## config.mk

```make
export PLATFORM = sky130hd
export DESIGN_NAME = priority_encoder_serial
export DESIGN_NICKNAME = d
export VERILOG_FILES = /design/src/rtl/priority_encoder_serial.sv
export SDC_FILE = /design/constraint.sdc
export NUM_CORES = 1
export LEC_CHECK = 0
export BUFFER_PORTS_ARGS = -buffer_cell sky130_fd_sc_hd__buf_2
export CORE_ASPECT_RATIO = 0.8
export CORE_MARGIN = 2
export CORE_UTILIZATION = 55
export CTS_CLUSTER_DIAMETER = 200
export CTS_CLUSTER_SIZE = 24
export DETAILED_ROUTE_END_ITERATION = 6
export PLACE_DENSITY = 0.83
export SETUP_SLACK_MARGIN = 0.2
export SLEW_MARGIN = 25
export SYNTH_ARGS = -nofsm -noshare
export SYNTH_HDL_FRONTEND = slang
export SYNTH_SLANG_ARGS = --single-unit
```

## constraint.sdc

```tcl
create_clock -name clk -period 6.7 [get_ports clk]
set_input_delay 1.34 -clock clk [delete_from_list [all_inputs] [get_ports clk]]
set_output_delay 1.34 -clock clk [all_outputs]
set_load 0.05 [all_outputs]
```

## src/rtl/priority_encoder_serial.sv

```systemverilog
// Serial priority encoder: accepts an N-bit request vector and emits
// the index of every set bit, one registered beat per handshake.
module priority_encoder_serial #(
  parameter int unsigned N         = 8,
  parameter int unsigned IDX_W     = 3,
  parameter bit          MSB_FIRST = 1'b0
) (
  input  logic             clk,
  input  logic             rst_n,
  input  logic             in_valid,
  output logic             in_ready,
  input  logic [N-1:0]     in_vec,
  output logic             out_valid,
  input  logic             out_ready,
  output logic [IDX_W-1:0] out_idx,
  output logic             out_last,
  output logic             out_zero,
  output logic [IDX_W:0]   out_count
);

  localparam int unsigned CW = IDX_W + 1;

  localparam logic ST_IDLE = 1'b0;
  localparam logic ST_EMIT = 1'b1;

  localparam logic [N-1:0] ONE = {{(N-1){1'b0}}, 1'b1};

  if (N < 2 || N > 256) begin : g_bad_n
    $fatal(1, "priority_encoder_serial: N out of range 2..256");
  end

  if (IDX_W != $clog2(N)) begin : g_bad_w
    $fatal(1, "priority_encoder_serial: IDX_W must equal clog2(N)");
  end

  logic           state_q, state_d;
  logic [N-1:0]   mask_q, mask_d;
  logic           valid_q, valid_d;
  logic [IDX_W-1:0] idx_q, idx_d;
  logic           last_q, last_d;
  logic           zero_q, zero_d;
  logic [CW-1:0]  count_q, count_d;
  logic [N-1:0]   cleared;

  function automatic logic [IDX_W-1:0] pick(input logic [N-1:0] m);
    logic [IDX_W-1:0] r;
    r = '0;
    if (MSB_FIRST) begin
      for (int i = 0; i < int'(N); i++) begin
        if (m[i]) r = IDX_W'(i);
      end
    end else begin
      for (int i = int'(N) - 1; i >= 0; i--) begin
        if (m[i]) r = IDX_W'(i);
      end
    end
    return r;
  endfunction

  function automatic logic [CW-1:0] popcnt(input logic [N-1:0] m);
    logic [CW-1:0] c;
    c = '0;
    for (int i = 0; i < int'(N); i++) begin
      c = c + CW'(m[i]);
    end
    return c;
  endfunction

  function automatic logic one_left(input logic [N-1:0] m);
    return (m != '0) && ((m & (m - ONE)) == '0);
  endfunction

  // Next-state: load on accept, retire one bit per output handshake
  always_comb begin
    state_d = state_q;
    mask_d  = mask_q;
    valid_d = valid_q;
    idx_d   = idx_q;
    last_d  = last_q;
    zero_d  = zero_q;
    count_d = count_q;
    cleared = mask_q & ~(ONE << idx_q);
    unique case (1'b1)
      (state_q == ST_IDLE): begin
        if (in_valid) begin
          state_d = ST_EMIT;
          mask_d  = in_vec;
          valid_d = 1'b1;
          idx_d   = pick(in_vec);
          zero_d  = (in_vec == '0);
          last_d  = (in_vec == '0) || one_left(in_vec);
          count_d = popcnt(in_vec);
        end
      end
      (state_q == ST_EMIT): begin
        if (out_ready) begin
          if (last_q) begin
            state_d = ST_IDLE;
            mask_d  = '0;
            valid_d = 1'b0;
            idx_d   = '0;
            last_d  = 1'b0;
            zero_d  = 1'b0;
            count_d = '0;
          end else begin
            mask_d = cleared;
            idx_d  = pick(cleared);
            last_d = one_left(cleared);
          end
        end
      end
    endcase
  end

  // State and output registers with synchronous reset
  always_ff @(posedge clk) begin
    if (!rst_n) begin
      state_q <= ST_IDLE;
      mask_q  <= '0;
      valid_q <= 1'b0;
      idx_q   <= '0;
      last_q  <= 1'b0;
      zero_q  <= 1'b0;
      count_q <= '0;
    end else begin
      state_q <= state_d;
      mask_q  <= mask_d;
      valid_q <= valid_d;
      idx_q   <= idx_d;
      last_q  <= last_d;
      zero_q  <= zero_d;
      count_q <= count_d;
    end
  end

  assign in_ready  = rst_n && (state_q == ST_IDLE);
  assign out_valid = valid_q;
  assign out_idx   = idx_q;
  assign out_last  = last_q;
  assign out_zero  = zero_q;
  assign out_count = count_q;

endmodule

```

==> impl_metrics.json <==
{
  "status": "completed",
  "cap_viol_max_count": 0,
  "power_frac_clock_pct": 18.0,
  "drv_slew": 0,
  "synth.largest_area_cell": "dfxtp_1",
  "insertion_delay_ns": 0.30,
  "combPwrFrac_pct": 39.5,
  "grt_pass1_vias": 1477,
  "synth_edf_count": 0,
  "wl_per_cell_um": 17.2,
  "place_area_mm2": 0.00161,
  "cts_root_buf": "clkbuf_4",
  "p_sw_w": 0.000143,
  "setup_violations": 0,
  "core_mm2": 0.00270,
  "final_common_cell": "buf_2",
  "fin_nets": 224,
  "hpwl_mm": 2.95,
  "h-tree-depth": 1,
  "rsz0062_at_grt": "false",
  "antenna_found_initial": 0,
  "via_count": 1607,
  "most-common-layout-cells": "22 x buf_2, 19 x dfxtp_1, 18 x a21oi_1",
  "synth-simple-area-share_pct": 25.3,
  "drc_errors": 0,
  "fin_crit_sh_pct": 57.5,
  "cts_tree": "yes",
  "portBuffers": 22,
  "final_hold_viol_count": 0,
  "first_pass_iters": 6,
  "num_rows": 17,
  "leakagePower_nw": 0.646,
  "timing.fmax_ghz": 0.259,
  "grt_pass1_wl_mm": 6.97,
  "synth_compound_area_share_pct": 29.8,
  "fin_tns_setup_ns": 0,
  "track_usage_pct": 27.6,
  "ys_types": 54,
  "grt_overflow": 0,
  "netlist.area_leader.share_pct": 25.1,
  "cp-end-kind": "flop",
  "place_congestion": 0.967,
  "top_level_ports": 23,
  "fp.dieH_um": 51.0,
  "peakVddDrop_uv": 132,
  "cts_sinks": 19,
  "ctsHoldBuffers": 0,
  "critPathLaunchType": "input pin",
  "start_util_pct": 56.2,
  "cp_data_required_time_ns": 6.90,
  "ys_warn_count": 0,
  "post-route-min-period_ns": 3.85,
  "slew_headroom_pct": 56.3,
  "n_antenna_cell": 0,
  "dieArea_mm2": 0.00320,
  "totalWireLength_mm": 4.13,
  "ys_ff_latch": 19,
  "tightest_slew_ns": 0.655,
  "crit_type": "in -> reg",
  "ys_seq_area_share_pct": 25.1,
  "synth_top_family_by_area": "compound AO/OA/AOI/OAI gates",
  "finClkSkew_ns": 0.00117,
  "fillers": 270,
  "ant_nets": 0,
  "regArea_um2": 380,
  "synth_area_leaders": "dfxtp_1 25%, a21oi_1 5.9%, fa_1 5.3%",
  "design_area_mm2": 0.00164,
  "syn_area_per_cell_um2": 7.99,
  "swShare_pct": 42.0,
  "cts_buffer_depth": 2,
  "cp_data_arrival_time_ns": 4.06,
  "postCtsResizedCells": 0,
  "synth_cells": 190,
  "synthArstFlopShare_pct": 0,
  "ys.flop_type": "dfxtp_1",
  "min_path_type": "reg -> reg",
  "drive_gt1_share_pct": 15.8,
  "power.density_mw_per_mm2": 208,
  "p_seq_share_pct": 42.4,
  "synth_mux_area_share_pct": 0.742,
  "drtIter0Drc": 196,
  "p_int_w": 0.000197,
  "syn_nets": 211,
  "grt_max_degree": 23,
  "syn_area_mm2": 0.00152,
  "synth_fa_ha_area_share_pct": 10.1,
  "post-cts-setup-buffers": 0,
  "synth_xor_area_share_pct": 1.15,
  "vias_per_cell": 6.70,
  "die_x_um": 62.7,
  "cts_made_buffers": 3,
  "synthToLayoutAreaGrowth_pct": 8.00,
  "multiInputGateArea_mm2": 0.00102,
  "clk_pin_slew_ns": 0.11,
  "cp_max_fo": 6
}
==> layer usage <==
| layer | up-vias | routed length (um) | GRT usage (%) |
|---|---|---|---|
| li1 | 736 | - | - |
| met4 | 0 | 156 | 9.26 |
| met1 | 754 | 1770 | 36.8 |
| met2 | 92 | 1820 | 44.8 |
| met5 | - | 0 | 0 |
| met3 | 25 | 385 | 5.95 |
==> sequential cells by signal, indices dropped and copies added, names as in the netlist <==
name / cells
out_last: 1
out_valid: 1
out_zero: 1
out_idx: 3
mask_q: 8
out_count: 4
state_q: 1
==> Yosys cell counts (2+ instances only) <==
library cell / n
a21boi_0: 2
a21oi_1: 18
a22oi_1: 3
a31oi_1: 4
buf_2: 5
clkbuf_1: 8
dfxtp_1: 19
fa_1: 4
ha_1: 5
inv_1: 14
nand2_1: 6
nand2b_1: 4
nand3_1: 10
nor2_1: 11
nor2b_1: 12
nor3_1: 6
nor4b_1: 4
o211ai_1: 2
o21a_1: 2
o21ai_0: 6
o21bai_1: 2
o221ai_1: 7
o22ai_1: 2
o31ai_1: 2
o41ai_1: 2
or3b_1: 2
==> layout make-up <==
type / instances / area share, %
clock buffer: 3 / 1.37
clock inverter: 1 / 0.458
inverter: 14 / 3.21
multi-input combinational: 143 / 62.1
sequential: 19 / 23.2
tap: 38 / 2.90
timing repair buffer: 22 / 6.72
==> per-stage QoR <==
step | hold WS (ns) | total power [W] | util [%] | instances | setup WS (ns)
finish | 0.524 | 0.000341 | 60.7 | 240 | 2.85
global route | 0.588 | 0.000364 | 60.7 | 240 | 2.69
CTS | 0.532 | 0.000341 | 60.7 | 240 | 2.88
detailed placement | 0.504 | 0.000277 | 59.6 | 236 | 2.54
global placement | 0.482 | 0.000271 | 59.6 | 236 | 2.68
floorplan | 0.495 | 0.000245 | - | 190 | 2.88
==> worst max-delay path, stage by stage <==
cell and delay [ns]:
buf_2 0.15, fa_1 0.56, inv_1 0.06, fa_1 0.51, fa_1 0.41, inv_1 0.07
ha_1 0.15, inv_1 0.05, fa_1 0.37, xnor2_1 0.14, a22oi_1 0.17, nor2b_1 0.08
==> cells by family after synthesis <==
family / Yosys count
simple gates: 65
buf+inv: 28
mux: 1
flops: 19
fa+ha+maj: 10
compound gates: 65
xor+xnor: 2
==> worst paths after layout <==
check	start	endpoint	slack [ns]	cells after the start
hold / removal	out_valid$_SDFFE_PN0P_	out_valid$_SDFFE_PN0P_	0.52	2
hold reg to reg	out_valid$_SDFFE_PN0P_	out_valid$_SDFFE_PN0P_	0.52	2
setup reg to reg	state_q$_SDFF_PN0_	out_count[2]$_SDFFE_PN0P_	4.43	5
setup / recovery	in_vec[0]	out_count[2]$_SDFFE_PN0P_	2.85	12
==> power by group through the flow <==
stage                     Sequential (W)  Combinational (W)  Clock [W]
after detailed placement        0.000146           0.000131          0
after global routing            0.000147           0.000149  0.0000680
after floorplan                 0.000155          0.0000904          0
after global placement          0.000145           0.000126          0
after CTS                       0.000144           0.000133  0.0000637
final                           0.000145           0.000135  0.0000614
Power figures use the tool's default switching activity.
